===== config.mk =====
export PLATFORM = sky130hd
export DESIGN_NAME = ps2_host_tx
export DESIGN_NICKNAME = d
export VERILOG_FILES = /design/src/rtl/ps2_host_tx.sv
export SDC_FILE = /design/constraint.sdc
export NUM_CORES = 1
export LEC_CHECK = 0
export CAP_MARGIN = 20
export CELL_PAD_IN_SITES_DETAIL_PLACEMENT = 1
export CELL_PAD_IN_SITES_GLOBAL_PLACEMENT = 1
export CORE_MARGIN = 8
export CORE_UTILIZATION = 30
export CTS_BUF_LIST = sky130_fd_sc_hd__clkbuf_8
export DETAILED_ROUTE_END_ITERATION = 10
export PLACE_DENSITY = 0.54
export SLEW_MARGIN = 15
export SYNTH_ARGS = -nofsm -noshare
export SYNTH_HDL_FRONTEND = slang
export SYNTH_SLANG_ARGS = --single-unit

===== constraint.sdc =====
create_clock -name clk -period 6.62 [get_ports clk]
set_input_delay 0.993 -clock clk [delete_from_list [all_inputs] [get_ports clk]]
set_output_delay 0.993 -clock clk [all_outputs]
set_load 0.02 [all_outputs]

===== src/rtl/ps2_host_tx.sv =====
// PS/2 host-to-device transmitter: inhibit, request-to-send, data/parity/stop, device ACK check.
// Optional watchdog on device clock gaps when PS2_HOST_TX_TIMEOUT_EN is defined.
module ps2_host_tx #(
  parameter int CLK_HZ     = 50_000_000,
  parameter int INHIBIT_US = 100,
  parameter int TIMEOUT_US = 15000
) (
  input  logic       clk,
  input  logic       rst,
  input  logic [7:0] tx_data,
  input  logic       tx_valid,
  output logic       tx_ready,
  output logic       tx_done,
  output logic       tx_error,
  output logic       busy,
  input  logic       ps2_clk_i,
  input  logic       ps2_data_i,
  output logic       ps2_clk_oe,
  output logic       ps2_data_oe
);

  localparam int INHIBIT_CYCLES = CLK_HZ / 1_000_000 * INHIBIT_US;
  localparam int CW             = $clog2(INHIBIT_CYCLES + 1);

  // IDLE wait request | INHIBIT clock held low | REQ start bit out, device not yet clocking
  // DATA data/parity/stop | ACK wait device ack on fall 11 | WAITIDLE wait for released bus
  typedef enum logic [2:0] {S_IDLE, S_INHIBIT, S_REQ, S_DATA, S_ACK, S_WAITIDLE} state_t;
  state_t state, state_nx;

  logic          clk_m, clk_s, clk_prev, data_m, data_s, fall;
  logic [7:0]    shreg, shreg_nx;
  logic          par, par_nx;
  logic [3:0]    bitn, bitn_nx;
  logic [CW-1:0] cnt, cnt_nx;
  logic          clk_oe_nx, data_oe_nx, done_nx, error_nx;

`ifdef PS2_HOST_TX_TIMEOUT_EN
  localparam int TIMEOUT_CYCLES = CLK_HZ / 1_000_000 * TIMEOUT_US;
  logic [19:0] wdog, wdog_nx;
`endif

  assign tx_ready = (state == S_IDLE);
  assign busy     = (state != S_IDLE);

  always_ff @(posedge clk) begin
    if (rst) begin
      clk_m       <= 1'b1;
      clk_s       <= 1'b1;
      clk_prev    <= 1'b1;
      data_m      <= 1'b1;
      data_s      <= 1'b1;
      fall        <= 1'b0;
      state       <= S_IDLE;
      shreg       <= '0;
      par         <= 1'b0;
      bitn        <= '0;
      cnt         <= '0;
      ps2_clk_oe  <= 1'b0;
      ps2_data_oe <= 1'b0;
      tx_done     <= 1'b0;
      tx_error    <= 1'b0;
`ifdef PS2_HOST_TX_TIMEOUT_EN
      wdog        <= '0;
`endif
    end else begin
      clk_m       <= ps2_clk_i;
      clk_s       <= clk_m;
      clk_prev    <= clk_s;
      data_m      <= ps2_data_i;
      data_s      <= data_m;
      fall        <= clk_prev & ~clk_s;
      state       <= state_nx;
      shreg       <= shreg_nx;
      par         <= par_nx;
      bitn        <= bitn_nx;
      cnt         <= cnt_nx;
      ps2_clk_oe  <= clk_oe_nx;
      ps2_data_oe <= data_oe_nx;
      tx_done     <= done_nx;
      tx_error    <= error_nx;
`ifdef PS2_HOST_TX_TIMEOUT_EN
      wdog        <= wdog_nx;
`endif
    end
  end

  always_comb begin
    state_nx   = state;
    shreg_nx   = shreg;
    par_nx     = par;
    bitn_nx    = bitn;
    cnt_nx     = cnt;
    clk_oe_nx  = 1'b0;
    data_oe_nx = ps2_data_oe;
    done_nx    = 1'b0;
    error_nx   = 1'b0;
`ifdef PS2_HOST_TX_TIMEOUT_EN
    wdog_nx    = wdog;
`endif
    case (state)
      S_IDLE: begin
        data_oe_nx = 1'b0;
        if (tx_valid) begin
          shreg_nx = tx_data;
          par_nx   = ~^tx_data;
          bitn_nx  = '0;
          cnt_nx   = CW'(INHIBIT_CYCLES - 1);
          state_nx = S_INHIBIT;
        end
      end
      S_INHIBIT: begin
        if (cnt != '0) cnt_nx = cnt - CW'(1);
        else           state_nx = S_REQ;
      end
      S_REQ, S_DATA: begin
        if (fall) begin
          bitn_nx  = bitn + 4'd1;
          state_nx = S_DATA;
          if (bitn < 4'd8) begin
            data_oe_nx = ~shreg[0];
            shreg_nx   = {1'b0, shreg[7:1]};
          end else if (bitn == 4'd8) begin
            data_oe_nx = ~par;
          end else begin
            data_oe_nx = 1'b0;
            state_nx   = S_ACK;
          end
        end
      end
      S_ACK: begin
        if (fall) begin
          bitn_nx  = bitn + 4'd1;
          done_nx  = ~data_s;
          error_nx = data_s;
          state_nx = S_WAITIDLE;
        end
      end
      S_WAITIDLE: begin
        if (clk_s && data_s) state_nx = S_IDLE;
      end
      default: state_nx = S_IDLE;
    endcase

`ifdef PS2_HOST_TX_TIMEOUT_EN
    if (state inside {S_REQ, S_DATA, S_ACK, S_WAITIDLE}) begin
      if (wdog == '0) begin
        state_nx   = S_IDLE;
        data_oe_nx = 1'b0;
        done_nx    = 1'b0;
        error_nx   = 1'b1;
      end else if (fall) begin
        wdog_nx = 20'(TIMEOUT_CYCLES - 1);
      end else begin
        wdog_nx = wdog - 20'd1;
      end
    end
    if (state == S_INHIBIT && state_nx == S_REQ) wdog_nx = 20'(TIMEOUT_CYCLES - 1);
`endif

    // Data is pulled low already in the last inhibit cycle so the start bit is set up before clock release.
    clk_oe_nx = (state_nx == S_INHIBIT);
    if (state_nx == S_INHIBIT) data_oe_nx = (cnt_nx == '0);
  end

endmodule


==> reports/results.ini, run 1 <==
[sta]
finalCritPeriodShare_pct=45.2
finalHoldViolations=0
timing.final.ws_setup_ps=3630
max_freq_mhz=334
finalSetupViolCount=0
relSlewSlack_pct=47.0
fin_setup_tns_ps=0
finClkSkew_ps=5.23
rsz0062_at_grt=no
period_needed_ps=2990
worst_slew_pin_slew_ps=793
drv_slew=0

[yosys]
synth_cell_types=52
postSynth.topFlopCell=dfxtp_1
async_reset_ff_share_pct=0
synth_nets=266
synth-seq-area-share_pct=35.9
synth-seq-cells=39
yosysTopAreaCell=dfxtp_1
yosys_warnings=0
yosys-top-cells-area=dfxtp_1 (36%), nor2_1 (6.0%), mux2i_1 (4.6%)
syn_area_mm2=0.00217
yosys.area.top_type_share_pct=35.9
synth_edf_count=0
syn_inst=249
syn_area_per_cell_um2=8.73

[detailed_routing]
routed-via-count=1803
drt_iter0_drc=80
vias_per_cell=5.01
ant_nets=0
wl_per_cell_um=15.4
drc=0
routed_wl_mm=5.54
dr.pass1.iters=4

[global_route]
antenna_found_initial=0
grt_pass1_vias=1818
grt_pass1_wl_mm=9.16
grt_usage_pct=11.3
grt_start_max_net_pins=30
overflow=0

[cells_and_area]
syn2layout_area_growth_pct=15.0
nets=277
nFillCells=866
mostFrequentLayoutCells=dfxtp_1 (39), nor2_1 (35), clkdlybuf4s50_1 (18), inv_1 (13), a211oi_1 (11)
diodes=0
final_common_cell=dfxtp_1
drive_above_1_share_pct=11.1

[placement]
dpl.hpwl_mm=3.92
pre_cts_ws_ps=3220
port_buffers=18
globalplace.congestion=0.763

[floorplanning]
die_h_um=101
die_area_mm2=0.0102
dieWidth_um=101
core_area_mm2=0.00714
rows=31
ios=19
start_util_pct=30.5

[power_and_ir_drop]
intPower_mw=0.402
power_switching_mw=0.213
combPwrFrac_pct=28.7
seqPwrFrac_pct=45.6
power_density_mw_per_mm2=246
peakVddDrop_uv=77.2
leakage_nw=0.940
swShare_pct=34.7
p_clk_share_pct=25.8

[clock_network]
cts-root-buf=clkbuf_8
cts_resized=0
h-tree-depth=2
cts_setup_buffers=0
cts_tree=built
cts_buffers=5
hold_buffers=0
clock-sinks=39
cts.clk_slew.worst_paths_ps=80
clockBufferDepth=2
clock_latency_ps=290

[critical_path]
critPathSlowestCell=or4b_1
path_cells=clkdlybuf4s50_1 > or4b_1 > a2111oi_4 > o2111ai_1 > a211oi_1 > a31o_1
critPathMaxFanout=10
critPathLaunchType=input pin
crit_type=in2reg
required_ps=6860
cp_data_arrival_time_ps=3230
max_stage_delay_ps=700
end_kind=register

[hold_path]
hold_class=reg2reg

[job]
maxCapViolations=0

[run_status]
status=completed

==> cells in the mapped netlist, drive strengths merged (5+ instances only) <==
cell type   n
nor2       35
nor4        8
mux2i      10
xnor2      10
buf         6
nor2b       5
nor3        5
nand2      10
a21oi      11
dfxtp      39
xor2        5
clkbuf     10
or2         7
nand3       6
a211oi     11
inv        12
==> final cells by class <==
class	instances	area [um2]	area share, %
sequential	39	781	31.2
clock buffer	5	68.8	2.75
tap	99	124	4.95
multi-input combinational	182	1270	50.8
clock inverter	3	16.3	0.651
timing repair buffer	20	195	7.81
inverter	12	45.0	1.80
==> path summary, 6_finish.rpt <==
path / to / start / slack [ps] / depth (start not counted)
max reg2reg: ps2_data_oe$_SDFFE_PP0P_ / cnt[0]$_SDFF_PP0_ / 4040 / 7
min: data_s$_SDFF_PP1_ / data_m$_SDFF_PP1_ / 410 / 1
min reg2reg: data_s$_SDFF_PP1_ / data_m$_SDFF_PP1_ / 410 / 1
max: ps2_data_oe$_SDFFE_PP0P_ / tx_valid / 3630 / 6
==> power groups by stage <==
stage | clock network [mW] | registers, mW | logic (mW)
CTS | 0.168 | 0.280 | 0.177
detailed placement | 0 | 0.286 | 0.175
finish | 0.159 | 0.280 | 0.176
floorplan | 0 | 0.276 | 0.135
global route | 0.180 | 0.284 | 0.193
global placement | 0 | 0.286 | 0.175
==> state kept, by name, indices dropped and copies added, names as in the netlist, 3 cells and up <==
name   flops
cnt       13
shreg      8
bitn       4
state      3
==> per-stage QoR <==
stage | power (mW) | hold WS, ps | instance area, um2 | instances | utilization [%]
after CTS | 0.625 | 413 | 2500 | 360 | 35.0
after global routing | 0.658 | 424 | 2500 | 360 | 35.0
after floorplan | 0.412 | 389 | 2170 | 249 | -
final | 0.615 | 413 | 2500 | 360 | 35.0
after global placement | 0.461 | 391 | 2410 | 352 | 33.8
after detailed placement | 0.461 | 395 | 2410 | 352 | 33.8
==> logic make-up (layout without fill, tap and decap cells) <==
group	count (synthesis)	after routing	synth area share, %
xor+xnor	15	15	6.04
buf+inv	28	40	5.87
flops	39	39	35.9
compound gates	49	49	17.7
simple gates	103	103	27.1
fa+ha+maj	4	4	2.30
mux	11	11	5.12
==> critical path: cells and delay by family <==
family          cells  cell delay [ps]
simple gates        1              700
buf+inv             1              520
compound gates      4             1020
==> layer usage <==
layer | GRT usage [%] | part of all wire (%)
met5 | 0 | 0
met3 | 2.75 | 3.7
met2 | 16.2 | 41
met1 | 15.6 | 53
met4 | 4.93 | 1.4
(Power assumes the default switching activity.)
==> run 2: changes to the inputs <==
Settings changed: PLACE_DENSITY 0.54 to 0.56.
Clock period 6.62 ns to 2.75 ns, I/O delays scaled along.
==> run 2 against run 1 <==
Clock-buffer cell count unchanged. Via count increased by 3.8%. Flip-flop and latch count is the same. Clock skew increased by 2.0 ps. Global-route usage grew 0.83 points. Power increased to 2.7 times the previous value. Largest cell class unchanged.
==> reports/results.ini, run 2 (synthesis gave the netlist of run 1 again) <==
[run_status]
status=completed

[global_route]
busiest_layer=met2
overflow=0  ; unchanged
grt_use_met3_pct=2.54  ; -0.21 points
use_met1_pct=16.5  ; +0.88 points
grt_usage_pct=12.2  ; +0.83 points
antenna_found_initial=0  ; unchanged
grt_pass1_wl_mm=9.83  ; +7.3%
met2_usage_pct=18.0  ; +1.8 points
grt_start_max_net_pins=29  ; -3.3%
grt_pass1_vias=1904  ; +4.7%

[critical_path]
rr_endpoint=ps2_data_oe$_SDFFE_PP0P_
required_ps=2950  ; -3910 ps
critPathLaunch=cnt[1]$_SDFF_PP0_
critPathCapture=ps2_data_oe$_SDFFE_PP0P_
critPathLaunchType=register
critPathMaxFanout=8  ; -2
r2r_setup_slack_ps=290  ; -3750 ps
crit_type=reg2reg
worstRegToRegCells=7  ; unchanged
end_kind=register
cp_data_arrival_time_ps=2670  ; -560 ps
reg2reg_from=cnt[1]$_SDFF_PP0_

[detailed_routing]
dr.pass1.iters=4  ; unchanged
drc=0  ; unchanged
wl_per_cell_um=15.7  ; +1.8%
routed_wl_mm=5.84  ; +5.5%
drt_iter0_drc=69  ; -14%
routed-via-count=1872  ; +3.8%
vias_per_cell=5.02  ; +0.21%
ant_nets=0  ; unchanged

[clock_network]
h-tree-depth=2  ; unchanged
cts-root-buf=clkbuf_8
cts_buffers=5  ; unchanged
clockBufferDepth=2  ; unchanged
cts.clk_slew.worst_paths_ps=90  ; about the same
clock_latency_ps=300  ; about the same
cts_tree=built
hold_buffers=0  ; unchanged
clock-sinks=39  ; unchanged
cts_setup_buffers=0  ; unchanged
cts_resized=0  ; unchanged

[floorplanning]
die_area_mm2=0.0102  ; unchanged
rows=31  ; unchanged
start_util_pct=30.5  ; unchanged
dieWidth_um=101  ; unchanged
die_h_um=101  ; unchanged
ios=19  ; unchanged
core_area_mm2=0.00714  ; unchanged

[sta]
fin_setup_tns_ps=0  ; unchanged
relSlewSlack_pct=64.7  ; +18 points
finClkSkew_ps=7.27  ; +2.05 ps
drv_slew=0  ; unchanged
finalCritPeriodShare_pct=89.6
period_needed_ps=2460
finalHoldViolations=0  ; unchanged
timing.hold.ws_ps=413  ; -0.146 ps
timing.final.ws_setup_ps=286  ; -3340 ps
worst_slew_pin_slew_ps=524  ; -268 ps
max_freq_mhz=406
rsz0062_at_grt=no
finalSetupViolCount=0  ; unchanged

[cells_and_area]
final_cells=373  ; +3.6%
utilization_pct=36.7  ; +1.7 points
reg_top3=cnt x13, shreg x8, bitn x4
final_common_cell=dfxtp_1
nets=290  ; +4.7%
diodes=0  ; unchanged
final_area_mm2=0.00262  ; +4.9%
largest_reg_flops=13  ; unchanged
nFillCells=862  ; -0.46%
mostFrequentLayoutCells=dfxtp_1 (39), nor2_1 (35), clkdlybuf4s50_1 (18), buf_4 (15), inv_1 (12)
syn2layout_area_growth_pct=20.5
drive_above_1_share_pct=15.3  ; +4.2 points
top_register=cnt

[power_and_ir_drop]
power_density_mw_per_mm2=623  ; +150%
leakage_nw=1.02  ; +8.3%
seqPwrFrac_pct=40.6  ; -5.0 points
combPwrFrac_pct=28.7  ; about the same
power_switching_mw=0.545  ; +160%
power_mw=1.63  ; +170%
swShare_pct=33.4  ; -1.4 points
p_clk_share_pct=30.7  ; +4.9 points
peakVddDrop_uv=173  ; +120%
intPower_mw=1.09  ; +170%

[placement]
globalplace.congestion=0.842  ; +10%
dp_cells=365  ; +3.7%
pre_cts_ws_ps=305  ; -2920 ps
dpl.hpwl_mm=4.26  ; +8.9%
port_buffers=18  ; unchanged
placed_cell_area_mm2=0.00251  ; +4.0%

[hold_path]
hold_class=reg2reg

[job]
maxCapViolations=0  ; unchanged

-- run 2: cell count changes in the layout (fill, tap and decap cells not counted) --
cell,previous run,this run
buf_4,2,15
inv_1,13,12
a21oi_1,10,11
a21oi_2,1,0
bufinv_16,0,1
clkinv_4,0,1
clkinvlp_4,1,0
-- run 2: area by class of cell --
class                      instances  area (um2)  area share, %
sequential                        39         781           29.8
clock inverter                     3        43.8           1.67
timing repair buffer              33         293           11.2
clock buffer                       5        68.8           2.63
tap                               99         124           4.73
inverter                          12        45.0           1.72
multi-input combinational        182        1270           48.3
-- run 2: power by group through the flow --
| stage | registers (mW) | clock network, mW | logic (mW) |
|---|---|---|---|
| global route | 0.672 | 0.537 | 0.517 |
| floorplan | 0.666 | 0 | 0.325 |
| detailed placement | 0.676 | 0 | 0.469 |
| CTS | 0.663 | 0.514 | 0.471 |
| finish | 0.663 | 0.501 | 0.469 |
| global placement | 0.676 | 0 | 0.469 |
-- run 2: worst max-delay path, cell delays in order, from the launching register on --
cell,delay [ps]
dfxtp_1,380
inv_1,110
ha_1,130
or4b_1,630
o41ai_2,570
nor4_1,140
and4_4,210
a31o_1,200
-- run 2: routing by layer --
layer  routed length (um)  up-vias  part of all wire, %
li1                     -      938                    -
met1                 3050      886                   52
met5                    0        -                    0
met4                  172        0                  2.9
met3                  148       13                  2.5
met2                 2470       35                   42
-- run 2: worst min path at each step --
stage / startpoint / to / slack, ps / depth (start not counted)
final: clk_prev$_SDFF_PP1_ / fall$_SDFF_PP0_ / 410 / 2
after global routing: clk_m$_SDFF_PP1_ / clk_s$_SDFF_PP1_ / 440 / 1
after CTS: clk_prev$_SDFF_PP1_ / fall$_SDFF_PP0_ / 410 / 2
after detailed placement: clk_m$_SDFF_PP1_ / clk_s$_SDFF_PP1_ / 400 / 1
after global placement: data_m$_SDFF_PP1_ / data_s$_SDFF_PP1_ / 390 / 1
after floorplan: clk_m$_SDFF_PP1_ / clk_s$_SDFF_PP1_ / 390 / 1
